### src/rtl/sif_id_stall_ctrl.sv
// sif_id_stall_ctrl
//   Consumer end of the load-use stall interface. Owns the IF/ID pipeline
//   register and produces PC write-enable and the ID/EX bubble request.
//   Sequences the post-branch flush window and runs a stall-length watchdog.
//
//   Optional: define SIF_ID_PERF_COUNTERS_EN to add the perf_stall_cycles and
//   perf_flush_count outputs. When it is undefined, those ports and their
//   logic are absent.
//
//   Cycle priority: rst > mem_busy > branch_taken > FLUSH > hazard stall > run.

module sif_id_stall_ctrl #(
   parameter int unsigned          DATA_WIDTH  = 32,
   parameter int unsigned          FLUSH_DEPTH = 1,
   parameter int unsigned          MAX_STALL   = 4,
   parameter logic [DATA_WIDTH-1:0] NOP_INSTR  = 32'h0000_0013
) (
   input  logic                  clk,
   input  logic                  rst,
   input  logic                  stall_pipeline,
   input  logic                  mem_busy,
   input  logic                  branch_taken,
   input  logic [DATA_WIDTH-1:0] if_pc,
   input  logic [DATA_WIDTH-1:0] if_instr,
   output logic                  pc_write_en,
   output logic                  ex_bubble,
   output logic [DATA_WIDTH-1:0] id_pc,
   output logic [DATA_WIDTH-1:0] id_instr,
   output logic                  id_valid,
   output logic                  in_flush,
`ifdef SIF_ID_PERF_COUNTERS_EN
   output logic [31:0]           perf_stall_cycles,
   output logic [31:0]           perf_flush_count,
`endif
   output logic                  stall_timeout
);

   typedef enum logic {
      RUN   = 1'b0,
      FLUSH = 1'b1
   } state_t;

   // IF/ID register update selection
   typedef enum logic [1:0] {
      IFID_HOLD  = 2'd0,
      IFID_LOAD  = 2'd1,
      IFID_FLUSH = 2'd2
   } ifid_op_t;

   localparam logic [2:0] FLUSH_INIT = 3'(FLUSH_DEPTH);
   localparam logic [7:0] STALL_MAX  = 8'(MAX_STALL);

   state_t     state;
   state_t     state_next;
   logic [2:0] flush_cnt;
   logic [2:0] flush_cnt_next;
   logic [7:0] stall_cnt;
   logic [7:0] stall_cnt_next;
   logic       timeout_next;
   ifid_op_t   ifid_op;
   logic       hazard_stall;
   logic       branch_accept;
   logic [8:0] stall_inc;

   assign stall_inc = {1'b0, stall_cnt} + 9'd1;
   assign in_flush  = (state == FLUSH);

   // State and counter registers
   always_ff @(posedge clk) begin
      if (rst) begin
         state         <= RUN;
         flush_cnt     <= '0;
         stall_cnt     <= '0;
         stall_timeout <= 1'b0;
      end else begin
         state         <= state_next;
         flush_cnt     <= flush_cnt_next;
         stall_cnt     <= stall_cnt_next;
         stall_timeout <= timeout_next;
      end
   end

   // Next-state, counter and control-output decode in priority order
   always_comb begin
      state_next     = state;
      flush_cnt_next = flush_cnt;
      stall_cnt_next = stall_cnt;
      timeout_next   = stall_timeout;
      ifid_op        = IFID_HOLD;
      pc_write_en    = 1'b0;
      ex_bubble      = 1'b0;
      hazard_stall   = 1'b0;
      branch_accept  = 1'b0;

      if (rst) begin
         pc_write_en = 1'b0;
         ex_bubble   = 1'b1;
      end else if (mem_busy) begin
         // whole pipe frozen; EX re-presents any branch afterwards
         pc_write_en = 1'b0;
         ex_bubble   = 1'b0;
      end else if (branch_taken) begin
         pc_write_en    = 1'b1;
         ex_bubble      = 1'b1;
         ifid_op        = IFID_FLUSH;
         stall_cnt_next = '0;
         branch_accept  = 1'b1;
         if (FLUSH_INIT != 3'd0) begin
            state_next     = FLUSH;
            flush_cnt_next = FLUSH_INIT;
         end else begin
            state_next     = RUN;
            flush_cnt_next = '0;
         end
      end else if (state == FLUSH) begin
         pc_write_en    = 1'b1;
         ex_bubble      = 1'b0;
         ifid_op        = IFID_FLUSH;
         stall_cnt_next = '0;
         flush_cnt_next = flush_cnt - 3'd1;
         if (flush_cnt == 3'd1) begin
            state_next = RUN;
         end
      end else if (stall_pipeline && id_valid) begin
         pc_write_en  = 1'b0;
         ex_bubble    = 1'b1;
         hazard_stall = 1'b1;
         if (stall_cnt != STALL_MAX) begin
            stall_cnt_next = stall_inc[7:0];
         end
         if (stall_inc == {1'b0, STALL_MAX}) begin
            timeout_next = 1'b1;
         end
      end else begin
         pc_write_en    = 1'b1;
         ex_bubble      = 1'b0;
         ifid_op        = IFID_LOAD;
         stall_cnt_next = '0;
      end
   end

   // IF/ID pipeline register
   always_ff @(posedge clk) begin
      if (rst) begin
         id_pc    <= '0;
         id_instr <= NOP_INSTR;
         id_valid <= 1'b0;
      end else begin
         case (ifid_op)
            IFID_LOAD: begin
               id_pc    <= if_pc;
               id_instr <= if_instr;
               id_valid <= 1'b1;
            end
            IFID_FLUSH: begin
               id_pc    <= if_pc;
               id_instr <= NOP_INSTR;
               id_valid <= 1'b0;
            end
            default: begin
               id_pc    <= id_pc;
               id_instr <= id_instr;
               id_valid <= id_valid;
            end
         endcase
      end
   end

`ifdef SIF_ID_PERF_COUNTERS_EN
   // Performance counters: hazard-stall cycles and accepted branches
   always_ff @(posedge clk) begin
      if (rst) begin
         perf_stall_cycles <= '0;
         perf_flush_count  <= '0;
      end else begin
         if (hazard_stall) begin
            perf_stall_cycles <= perf_stall_cycles + 32'd1;
         end
         if (branch_accept) begin
            perf_flush_count <= perf_flush_count + 32'd1;
         end
      end
   end
`else
   logic perf_unused;
   assign perf_unused = hazard_stall ^ branch_accept;
`endif

endmodule

### config.mk
export PLATFORM = sky130hd
export DESIGN_NAME = sif_id_stall_ctrl
export DESIGN_NICKNAME = d
export VERILOG_FILES = /design/src/rtl/sif_id_stall_ctrl.sv
export SDC_FILE = /design/constraint.sdc
export NUM_CORES = 1
export LEC_CHECK = 0
export BUFFER_PORTS_ARGS = -buffer_cell sky130_fd_sc_hd__buf_4
export CAP_MARGIN = 10
export CORE_UTILIZATION = 40
export DETAILED_ROUTE_END_ITERATION = 10
export GPL_TIMING_DRIVEN = 1
export PLACE_DENSITY = 0.7
export RECOVER_POWER = 100
export SLEW_MARGIN = 20
export SYNTH_ARGS = -nofsm -noshare
export SYNTH_HDL_FRONTEND = slang
export SYNTH_SLANG_ARGS = --single-unit
### constraint.sdc
create_clock -name clk -period 2.55 [get_ports clk]
set_input_delay 0.3825 -clock clk [delete_from_list [all_inputs] [get_ports clk]]
set_output_delay 0.3825 -clock clk [all_outputs]
set_load 0.01 [all_outputs]
== Word-level counts from Yosys, hierarchy flattened ==
Cells that the tools add are included.
Operators by class
  add/sub/neg operators: 2
  equal/unequal tests: 6
  mux-type cells: 26
  bitwise operators: 3
  reductions and logical operators: 7
Operator list (number)
  $pmux 32 s2: 1
  $mux 8: 4
  $mux 1: 14
  $add 8x1->9 const B: 1
  $eq 9x3->1 const B: 1
  $mux 2: 4
  $ne 8x3->1 const B: 1
  $mux 3: 2
  $reduce_and 5->1: 1
  $ne 4x3->1 const B: 1
  $reduce_and 2->1: 2
  $reduce_bool 2->1: 2
  $eq 3x1->1 const B: 1
  $not 1->1: 3
  $sub 3x1->3 const B: 1
  $eq 2x1->1 const B: 1
  $eq 2x2->1 const B: 1
  $pmux 1 s2: 1
  $reduce_or 2->1: 1
  $logic_and 1x1->1: 1
Storage, ports and cells
  bits in registers: 78
  bits of input ports: 69
  output and inout bits: 69
  word-level logic and storage cells: 51

== Logic depth before layout (Yosys ltp) ==
Gate-level depths: netlist (run 1).
  word-level depth: 8
  depth in mapped cells: 9
  depth with buffers taken out: 6

== Least setup slack after synthesis (run 1) ==
OpenSTA, ideal clock, no wires.
  path type: in2reg
  start point: input port rst
  end point: register id_instr[8]
  arrival: 2042 ps
  setup slack: 443 ps
  stages on the path: 9
  cells stage by stage: clkbuf_1 buf_1 nor3_1 ha_1 nor2_1 buf_2 buf_1 a22oi_1 nor2_1
On the way
  word-level cells in the longest chain between the ends: 3
  elaborated cells between the ends (all ways): 5
  those cells by class: eq/ne (2); mux (2); reduce/logical (1)
Ends and longest elaborated chain
  start: declaration: line 19  | input logic rst,
  $mux 2: line 95  | if (rst) begin
  $eq 2x2->1 / $eq 2x1->1 (equally long branches): line 149  | case (ifid_op)
  $pmux 32 s2 / $reduce_bool 2->1 (equally long branches)
  end signal: assignment: line 152  | id_instr <= if_instr;
  end signal: assignment: line 162  | id_instr <= id_instr;
  end: declaration: line 28  | output logic [DATA_WIDTH-1:0] id_instr,
Parallel ways exist; a longest one is shown, timed or not.
A chain may end at the register's enable or synchronous reset.

== Final worst setup path (run 1) ==
  start point: register state (netlist: in_flush)
  end point: register id_instr[30]
On the way
  word-level cells in the longest chain between the ends: 6
  elaborated cells between the ends (all ways): 8
  those cells by class: eq/ne (2); mux (5); reduce/logical (1)
Ends and longest elaborated chain
  start: declaration: line 53  | state_t state;
  start signal: assignment: line 76  | state <= state_next;
  $mux 2 *: line 115  | end else if (state == FLUSH) begin
  $mux 2 *: line 102  | end else if (branch_taken) begin
  $mux 2 *: line 98  | end else if (mem_busy) begin
  $mux 2 *: line 95
  $eq 2x2->1 / $eq 2x1->1 (equally long branches): line 149
  $pmux 32 s2 / $reduce_bool 2->1 (equally long branches)
Every way passes the cells marked *; elsewhere a longest branch is shown, timed or not.

==> summary.md, run 1 <==
| Metric | Value |
|---|---|
| P_sw | `0.7026 mW` |
| Dominant register cell in the synthesized netlist | `dfxtp_1` |
| Power Density | `667.9 nW/µm²` |
| Number of global-route vias before repair | `2535` |
| IO Count | `138` |
| Status | `finished, final reports clean` |
| CTS Buf Count | `9` |
| Critical Path RT | `2.83 ns` |
| Clock skew | `0.008556 ns` |
| Distinct cells, synth | `41` |
| Yosys top cell area share | `0.5102` |
| Final hold vios | `0` |
| Congestion Overflow GR | `0` |
| Most frequent cells in the layout | `dfxtp_1, nor2_1, buf_4` |
| HP Class | `input port to register` |
| Mapped Area | `3060 µm²` |
| Cell row count | `31` |
| Core area | `7331 µm²` |
| Number of diodes | `0` |
| Hold path startpoint | `if_pc[15]` |
| Fin util | `0.5627` |
| Final worst path period need | `2.203 ns` |
| Clock sinks | `78` |
| Fill cells | `736` |
| Placement Setup Slack | `0.2437 ns` |
| GRT met1 Usage | `0.2101` |
| Via count | `2709` |
| CTS tree | `built` |
| Critical Path Sink | `id_instr[30]` |
| Sw Share | `0.2550` |
| Post_cts resized | `0` |
| Drt pass-1 iters | `4` |
| Busiest grt layer | `met2` |
| Fin. max-slew vios | `0` |
| RePlAce Congestion | `0.7675` |
| Worst Path Class, Setup | `register to register` |
| PnR worst setup slack | `0.3470 ns` |
| Proportion of layout cells with a drive suffix above 1 | `0.2127` |
| Power share of the clock group | `0.382` |
| Worst slew margin | `0.4445` |
| Internal power | `2.052 mW` |
| Vias/cell | `4.881` |
| Area grow syn2layout | `34.79%` |
| Least-Margin Pin Slew | `0.8282 ns` |
| Final setup vio count | `0` |
| Cells after synthesis | `320` |
| Met2 Use GR | `0.2949` |
| Routing usage on met3 | `0.08126` |
| Post-DRT Antenna Nets | `0` |
| Initial antenna violation count | `0` |
| Most common cell after layout, fill and taps aside | `dfxtp_1` |
| Wire per inst | `13.28 µm` |
| Final HPWL DP | `5.225 mm` |
| Ys async rst share | `0` |
| Sequential share of power | `0.478` |
| Post-synth EDFFs | `0` |
| Largest net degree at the start of global routing | `65` |
| Total power draw | `2.755 mW` |
| Total track usage | `0.1832` |
| First-pass GRT wire length | `11.05 mm` |
| Clock Latency Late Sink | `0.35 ns` |
| Final WL | `7.372 mm` |
| Initial Util | `0.4175` |
| Arr. time, crit path | `2.49 ns` |
| Final Cycle Share | `0.8639` |
| Mean Syn Cell Area | `9.564 µm²` |
| Setup tns final | `0 ns` |
| IO buf count | `137` |
| Unrepaired setup endpoints after global routing | `false` |
| Die Width | `89.47 µm` |
| Iteration-0 DRC Markers | `52` |
| Clock transition at path regs | `0.09 ns` |
| Endpoint class of the critical path | `register` |
| CP Launch Type | `register` |
| Max_cap viols | `0` |
| CTS Buffer Depth | `2` |
| Register bit total from synthesis | `78` |
| Die height | `89.47 µm` |
| CP Launch Point | `in_flush` |
| Part of the power in combinational logic | `0.139` |
| Clock root buffer | `clkbuf_8` |
| Drc violations | `0` |
| Post-CTS Setup Inserts | `0` |
| Synth top area cells | `dfxtp_1, mux2i_1, nor2_1, a22oi_1, ha_1` |
| Cell count of the worst reg-to-reg path | `7` |
| P_leak | `1.835 nW` |
| H-tree depth | `3` |
| Largest area contributor in the netlist | `dfxtp_1` |
| Reg2reg end | `id_instr[30]` |
| Cts hold-fix bufs | `0` |
| Final #Nets | `526` |
| CP Max Fanout | `15` |
| Mapped Nets | `395` |
| Synth Warn # | `0` |
| Fmax | `453.9 MHz` |
| VDD IR max | `0.0003108 V` |
| Worst R2R Setup Slack | `0.35 ns` |
| Die Footprint | `8005 µm²` |
| Seq/Total Area, Yosys | `0.5102` |
| Critical R2R Launch | `in_flush` |
-- kinds of logic (layout without fill, tap and decap cells) --
kind of cell	after synthesis	in the layout	synth area share
flops	78	78	0.5102
simple gates	113	113	0.1701
buf+inv	29	165	0.04088
fa+ha+maj	6	6	0.02453
xor+xnor	3	3	0.008587
mux	35	35	0.1161
compound gates	56	56	0.1296
-- worst min path at each step --
stage | to | slack (ns) | cells after the start
finish | id_pc[15] | 0.26 | 3
detailed placement | stall_cnt[7] | 0.47 | 2
global placement | id_instr[1] | 0.47 | 2
global route | id_pc[5] | 0.25 | 3
CTS | id_pc[15] | 0.24 | 3
floorplan | flush_cnt[1] | 0.45 | 2
-- critical path: stages, from the launching register on --
cell	delay, ns
dfxtp_1	0.32
nor2_1	0.21
nand3_1	0.12
ha_2	0.32
nor2_2	0.52
clkbuf_2	0.42
a22oi_1	0.12
nor2_1	0.11
-- layer usage --
metal  part of all wire  wire length [µm]
met1               0.43              3175
met2               0.46              3411
met3              0.093               683
met4              0.014               102
met5                  0                 0
-- synthesized netlist by cell type, types with 2 or more instances --
master and instances:
o21ai_0 5, nand3_1 5, and3_1 2, dfxtp_1 78
mux2i_1 34, a31o_2 2, ha_1 6, nor2_1 74
nor3_1 6, a21oi_1 10, o22ai_1 3, nand2_1 7
nor2b_1 3, nand3b_1 2, xor2_1 2, inv_1 7
nand2b_1 4, clkbuf_1 9, a22oi_1 29, buf_1 5
buf_2 7
-- layout make-up --
| type | count | area [µm²] | area share |
|---|---|---|---|
| Inverter | 7 | 26.28 | 0.006369 |
| Tap cell | 99 | 123.9 | 0.03003 |
| Clock inverter | 6 | 92.59 | 0.02244 |
| Multi-Input combinational cell | 213 | 1366 | 0.3312 |
| Timing Repair Buffer | 142 | 817.0 | 0.1981 |
| Clock buffer | 10 | 137.6 | 0.03336 |
| Sequential cell | 78 | 1562 | 0.3785 |
-- through the flow --
stage               area (µm²)  hold WS (ns)  cells
finish                    4125        0.2591    555
detailed placement        4169        0.4726    539
CTS                       4399        0.2410    555
floorplan                 3060        0.4496    320
global placement          4169        0.4690    539
global route              4125        0.2478    555
-- registers in the layout (all words and copies together) (netlist names) --
| signal | count |
|---|---|
| stall_cnt | 8 |
| id_pc | 32 |
| id_valid | 1 |
| flush_cnt | 3 |
| id_instr | 32 |
| stall_timeout | 1 |
| in_flush | 1 |
-- power by group through the flow --
stage / Combinational (mW) / Clock (mW) / Sequential [mW]
2_1_floorplan: 0.190 / 0 / 1.37
3_3_place_gp: 0.434 / 0 / 1.35
3_5_place_dp: 0.442 / 0 / 1.35
4_1_cts: 0.442 / 1.09 / 1.32
5_1_grt: 0.425 / 1.13 / 1.33
6_report: 0.384 / 1.05 / 1.32
No activity file was read; power rests on OpenSTA's default activity.
==> inputs of run 2 (changes only) <==
==> constraint.sdc (replaced) <==
create_clock -name clk -period 2.8 [get_ports clk]
set_input_delay 0.42 -clock clk [delete_from_list [all_inputs] [get_ports clk]]
set_output_delay 0.42 -clock clk [all_outputs]
set_load 0.01 [all_outputs]
==> summary.md, run 2 (same netlist as run 1, synthesis figures left out) <==
| Metric | Value |
|---|---|
| Status | `finished, final reports clean (unchanged)` |
| CTS tree | `built (unchanged)` |
| CP max stage cell | `clkbuf_2 (was nor2_2)` |
| Crit path max-delay family | `buffers and inverters (was simple AND/OR/NAND/NOR gates)` |
| Die Width | `89.47 µm (unchanged)` |
| Worst Path Class, Setup | `input port to primary output (was register to register)` |
| Congestion Overflow GR | `0 (unchanged)` |
| Least-Margin Pin Slew | `1.400 ns (was 0.8282 ns)` |
| Critical Path RT | `2.38 ns (was 2.83 ns)` |
| Post-CTS Setup Inserts | `0 (unchanged)` |
| CP bufs+invs | `3 (was 1)` |
| Placed Cells | `537 (was 539)` |
| CP peak stage delay | `1.04 ns (was 0.52 ns)` |
| Worst R2R Setup Slack | `0.48 ns (was 0.35 ns)` |
| Drc violations | `0 (unchanged)` |
| Final HPWL DP | `5.388 mm (was 5.225 mm)` |
| Setup tns final | `0 ns (unchanged)` |
| Worst Hold Depth | `3 (unchanged)` |
| Initial antenna violation count | `0 (unchanged)` |
| IO buf count | `137 (unchanged)` |
| Clock sinks | `78 (unchanged)` |
| Most frequent cells in the layout | `dfxtp_1, nor2_1, clkbuf_1 (was dfxtp_1, nor2_1, buf_4)` |
| Arr. time, crit path | `2.05 ns (was 2.49 ns)` |
| Critical R2R Launch | `in_flush (unchanged)` |
| Cell row count | `31 (unchanged)` |
| Non-filler cells in the finished layout | `552 (was 555)` |
| Die Footprint | `8005 µm² (unchanged)` |
| CP Launch Type | `input port (was register)` |
| Total track usage | `0.1923 (was 0.1832)` |
| Die height | `89.47 µm (unchanged)` |
| Final hold vios | `0 (unchanged)` |
| Iteration-0 DRC Markers | `144 (was 52)` |
| Most common cell after layout, fill and taps aside | `dfxtp_1 (unchanged)` |
| Max_cap viols | `0 (unchanged)` |
| RePlAce Congestion | `0.8065 (was 0.7675)` |
| Hold Path End | `id_pc[15] (unchanged)` |
| Final Cycle Share | `0.8819` |
| Via count | `2729 (was 2709)` |
| Cts hold-fix bufs | `0 (unchanged)` |
| CTS Buffer Depth | `2 (unchanged)` |
| Post-DRT Antenna Nets | `0 (unchanged)` |
| Cell chain of the critical path | `buf_4 -> clkbuf_2 -> o21bai_1 -> clkbuf_1 (was nor2_1 -> nand3_1 -> ha_2 -> nor2_2 -> clkbuf_2 -> a22oi_1 -> nor2_1)` |
| Clock root buffer | `clkbuf_8 (unchanged)` |
| Core area | `7331 µm² (unchanged)` |
| Total power draw | `2.305 mW (was 2.755 mW)` |
| P_leak | `1.805 nW (was 1.835 nW)` |
| Unrepaired setup endpoints after global routing | `false (unchanged)` |
| Proportion of layout cells with a drive suffix above 1 | `0.2075 (was 0.2127)` |
| Final #Nets | `524 (was 526)` |
| Initial Util | `0.4175 (unchanged)` |
| HP Class | `input port to register (unchanged)` |
| First-pass GRT wire length | `11.61 mm (was 11.05 mm)` |
| H-tree depth | `3 (unchanged)` |
| Drt pass-1 iters | `4 (unchanged)` |
| Number of diodes | `0 (unchanged)` |
| Reg2reg end | `id_instr[31] (was id_instr[30])` |
| Hold path startpoint | `if_pc[15] (unchanged)` |
| IO Count | `138 (unchanged)` |
| Power Density | `568.6 nW/µm² (was 667.9 nW/µm²)` |
| Fin. max-slew vios | `0 (unchanged)` |
| Fmax | `405.0 MHz` |
| VDD IR max | `0.0003615 V (was 0.0003108 V)` |
| CTS Buf Count | `9 (unchanged)` |
| Vias/cell | `4.944 (was 4.881)` |
| CP Launch Point | `rst (was in_flush)` |
| Clock transition at path regs | `0.08 ns (was 0.09 ns)` |
| Final worst path period need | `2.469 ns` |
| Largest net degree at the start of global routing | `72 (was 65)` |
| Post_cts resized | `0 (unchanged)` |
| Clock Latency Late Sink | `0.34 ns (was 0.35 ns)` |
| Final setup vio count | `0 (unchanged)` |
| Worst slew margin | `0.06697 (was 0.4445)` |
| Biggest regs | `id_instr: 32 flops, id_pc: 32 flops, stall_cnt: 8 flops (unchanged)` |
| CP Max Fanout | `71 (was 15)` |
| Area grow syn2layout | `32.46% (was 34.79%)` |
| Number of global-route vias before repair | `2584 (was 2535)` |
| Final WL | `7.564 mm (was 7.372 mm)` |
| Cell count of the worst reg-to-reg path | `7 (unchanged)` |
| Clock skew | `0.008072 ns (was 0.008556 ns)` |
| Fin util | `0.5530 (was 0.5627)` |
| Wire per inst | `13.70 µm (was 13.28 µm)` |
| Endpoint class of the critical path | `primary output (was register)` |
## run 2: final cells by class
type | count | area [µm²]
timing repair buffer | 140 | 802.0
clock buffer | 12 | 155.1
clock inverter | 3 | 18.77
multi-input combinational | 213 | 1366
tap | 99 | 123.9
sequential | 78 | 1562
fill | 719 | 3277
inverter | 7 | 26.28
## run 2: worst min-delay path: cells and delay by family
family | cells | cell delay, ns
simple gates | 1 | 0.07
mux | 1 | 0.05
buf+inv | 1 | 0.08
## run 2: where the power goes
part           leakage [nW]  switching (mW)  internal [mW]
Sequential            0.636          0.0343           1.17
Clock                0.0926           0.387          0.366
Combinational          1.08           0.181          0.167
## run 2: worst max-delay path by stage
stage | endpoint | slack [ns] | depth (start not counted)
floorplan | id_instr[8] | 0.66 | 9
global placement | id_instr[25] | 0.47 | 8
detailed placement | id_instr[31] | 0.41 | 8
CTS | id_instr[31] | 0.46 | 7
global route | ex_bubble | 0.14 | 4
finish | ex_bubble | 0.33 | 4
## run 2: layer usage
layer	track usage	part of all wire	wire length (µm)
met2	0.3116	0.47	3530
met5	0	0	0
met4	0.07648	0.013	96
met3	0.08033	0.089	671
met1	0.2260	0.43	3265
## run 2: through the flow
stage | hold slack [ns] | area (µm²) | setup WS [ns]
2_1_floorplan | 0.4496 | 3060 | 0.6553
3_3_place_gp | 0.4694 | 4154 | 0.4728
3_5_place_dp | 0.4733 | 4154 | 0.4139
4_1_cts | 0.2889 | 4328 | 0.4575
5_1_grt | 0.2862 | 4054 | 0.1433
6_report | 0.3031 | 4054 | 0.3307
==> inputs of run 3 (changes only) <==
--- a/config.mk
+++ b/config.mk
@@ -10,7 +10,7 @@
 export CORE_UTILIZATION = 40
 export DETAILED_ROUTE_END_ITERATION = 10
 export GPL_TIMING_DRIVEN = 1
-export PLACE_DENSITY = 0.7
+export PLACE_DENSITY = 0.72
 export RECOVER_POWER = 100
 export SLEW_MARGIN = 20
 export SYNTH_ARGS = -nofsm -noshare
==> constraint.sdc (replaced) <==
create_clock -name clk -period 2.27 [get_ports clk]
set_input_delay 0.3405 -clock clk [delete_from_list [all_inputs] [get_ports clk]]
set_output_delay 0.3405 -clock clk [all_outputs]
set_load 0.01 [all_outputs]
==> summary.md, run 3 (same netlist as run 1, synthesis figures left out) <==
| Metric | Value |
|---|---|
| Cell chain of the critical path | `nor2_1 -> nand3_1 -> ha_2 -> clkbuf_4 -> buf_4 -> mux2i_1 -> nor2_1 (was buf_4 -> clkbuf_2 -> o21bai_1 -> clkbuf_1)` |
| Final WL | `7.588 mm (was 7.564 mm)` |
| CTS tree | `built (unchanged)` |
| Cell row count | `31 (unchanged)` |
| First-pass GRT wire length | `11.86 mm (was 11.61 mm)` |
| Initial antenna violation count | `0 (unchanged)` |
| Most frequent cells in the layout | `dfxtp_1, buf_4, nor2_1 (was dfxtp_1, nor2_1, clkbuf_1)` |
| CP Launch Type | `register (was input port)` |
| CP peak stage delay | `0.42 ns (was 1.04 ns)` |
| Cts hold-fix bufs | `0 (unchanged)` |
| Fmax | `496.8 MHz` |
| Max_cap viols | `0 (unchanged)` |
| Congestion Overflow GR | `0 (unchanged)` |
| Critical Path RT | `2.47 ns (was 2.38 ns)` |
| Fill cells | `715 (was 719)` |
| RePlAce Congestion | `0.8300 (was 0.8065)` |
| Final worst path period need | `2.013 ns` |
| H-tree depth | `3 (unchanged)` |
| Power Density | `690.6 nW/µm² (was 568.6 nW/µm²)` |
| Die Width | `89.47 µm (unchanged)` |
| Iteration-0 DRC Markers | `111 (was 144)` |
| CP Max Fanout | `37 (was 71)` |
| Fin. max-slew vios | `0 (unchanged)` |
| Unrepaired setup endpoints after global routing | `false (unchanged)` |
| Final setup vio count | `0 (unchanged)` |
| Final hold vios | `0 (unchanged)` |
| Post-DRT Antenna Nets | `0 (unchanged)` |
| Total track usage | `0.1953 (was 0.1923)` |
| Vias/cell | `4.893 (was 4.944)` |
| Clock Latency Late Sink | `0.34 ns (about the same)` |
| Die height | `89.47 µm (unchanged)` |
| VDD IR max | `0.0003572 V (was 0.0003615 V)` |
| Final #Nets | `531 (was 524)` |
| Via count | `2740 (was 2729)` |
| Biggest regs | `id_instr: 32 flops, id_pc: 32 flops, stall_cnt: 8 flops (unchanged)` |
| Total power draw | `2.833 mW (was 2.305 mW)` |
| Status | `finished, final reports clean (unchanged)` |
| Clock skew | `0.005796 ns (was 0.008072 ns)` |
| Clock transition at path regs | `0.08 ns (about the same)` |
| Final Cycle Share | `0.8868` |
| HP Class | `input port to register (unchanged)` |
| Least-Margin Pin Slew | `0.7309 ns (was 1.400 ns)` |
| Clock sinks | `78 (unchanged)` |
| IO buf count | `137 (unchanged)` |
| P_leak | `1.822 nW (was 1.805 nW)` |
| Worst slew margin | `0.5116 (was 0.06697)` |
| IO Count | `138 (unchanged)` |
| Drc violations | `0 (unchanged)` |
| Endpoint class of the critical path | `register (was primary output)` |
| Worst Path Class, Setup | `register to register (was input port to primary output)` |
| Drt pass-1 iters | `4 (unchanged)` |
| Cell count of the worst reg-to-reg path | `7 (unchanged)` |
| Wire per inst | `13.55 µm (was 13.70 µm)` |
| Worst Hold Depth | `3 (unchanged)` |
| Area grow syn2layout | `34.06% (was 32.46%)` |
| Post_cts resized | `0 (unchanged)` |
| Clock root buffer | `clkbuf_8 (unchanged)` |
| Number of diodes | `0 (unchanged)` |
| Final HPWL DP | `5.426 mm (was 5.388 mm)` |
| Most common cell after layout, fill and taps aside | `dfxtp_1 (unchanged)` |
| Worst path most repeated cell | `nor2_1` |
| Proportion of layout cells with a drive suffix above 1 | `0.2169 (was 0.2075)` |
| CTS Buffer Depth | `2 (unchanged)` |
| Fin Hold WS | `0.2293 ns (was 0.3031 ns)` |
| Initial Util | `0.4175 (unchanged)` |
| CTS Buf Count | `9 (unchanged)` |
| Number of global-route vias before repair | `2674 (was 2584)` |
| Core area | `7331 µm² (unchanged)` |
| CP max stage cell | `buf_4 (was clkbuf_2)` |
| Largest net degree at the start of global routing | `58 (was 72)` |
| Post-CTS Setup Inserts | `0 (unchanged)` |
| Arr. time, crit path | `2.22 ns (was 2.05 ns)` |
| Die Footprint | `8005 µm² (unchanged)` |
## run 3: power by group
group	total, mW	leakage, nW	internal (mW)	switching (mW)
clock network	0.911	0.0837	0.401	0.510
registers	1.48	0.636	1.44	0.0381
logic	0.443	1.10	0.213	0.230
total	2.83	1.82	2.05	0.779
## run 3: final cells by class
cell class,instances,area (µm²),share of cell area
tap,99,123.9,0.03019
inverter,7,26.28,0.006404
sequential,78,1562,0.3806
multi-input combinational,213,1380,0.3364
timing repair buffer,147,844.6,0.2059
clock buffer,11,131.4,0.03202
clock inverter,5,35.03,0.008539
## run 3: final timing paths
kind,startpoint,end,slack [ns]
setup / recovery,in_flush,id_pc[9],0.26
hold / removal,if_pc[17],id_pc[17],0.23
setup reg to reg,in_flush,id_pc[9],0.26
hold reg to reg,flush_cnt[1],flush_cnt[1],0.49
## run 3: worst max-delay path: cells and delay by family (launching register included)
kind,cells,cell delay (ns)
simple gates,3,0.36
fa+ha+maj,1,0.35
buf+inv,2,0.55
flops,1,0.32
mux,1,0.26
## run 3: through the flow
step           utilization  cells  setup TNS [ns]  instance area, µm²  setup WS (ns)
5_1_grt             0.5597    560               0                4103        0.07618
3_5_place_dp        0.5728    544               0                4199         0.1101
2_1_floorplan            -    320               0                3060         0.2048
3_3_place_gp        0.5721    544         -0.5286                4194       -0.03388
4_1_cts             0.5955    560               0                4365         0.2549
6_report            0.5597    560               0                4103         0.2570
## run 3: per-layer routing
layer / vias to the layer above / track usage / part of all wire
met1: 1255 / 0.2251 / 0.42
met3: 2 / 0.09603 / 0.10
met4: 0 / 0.07215 / 0.0069
met2: 104 / 0.3137 / 0.47
li1: 1379 / - / -
met5: - / 0 / 0
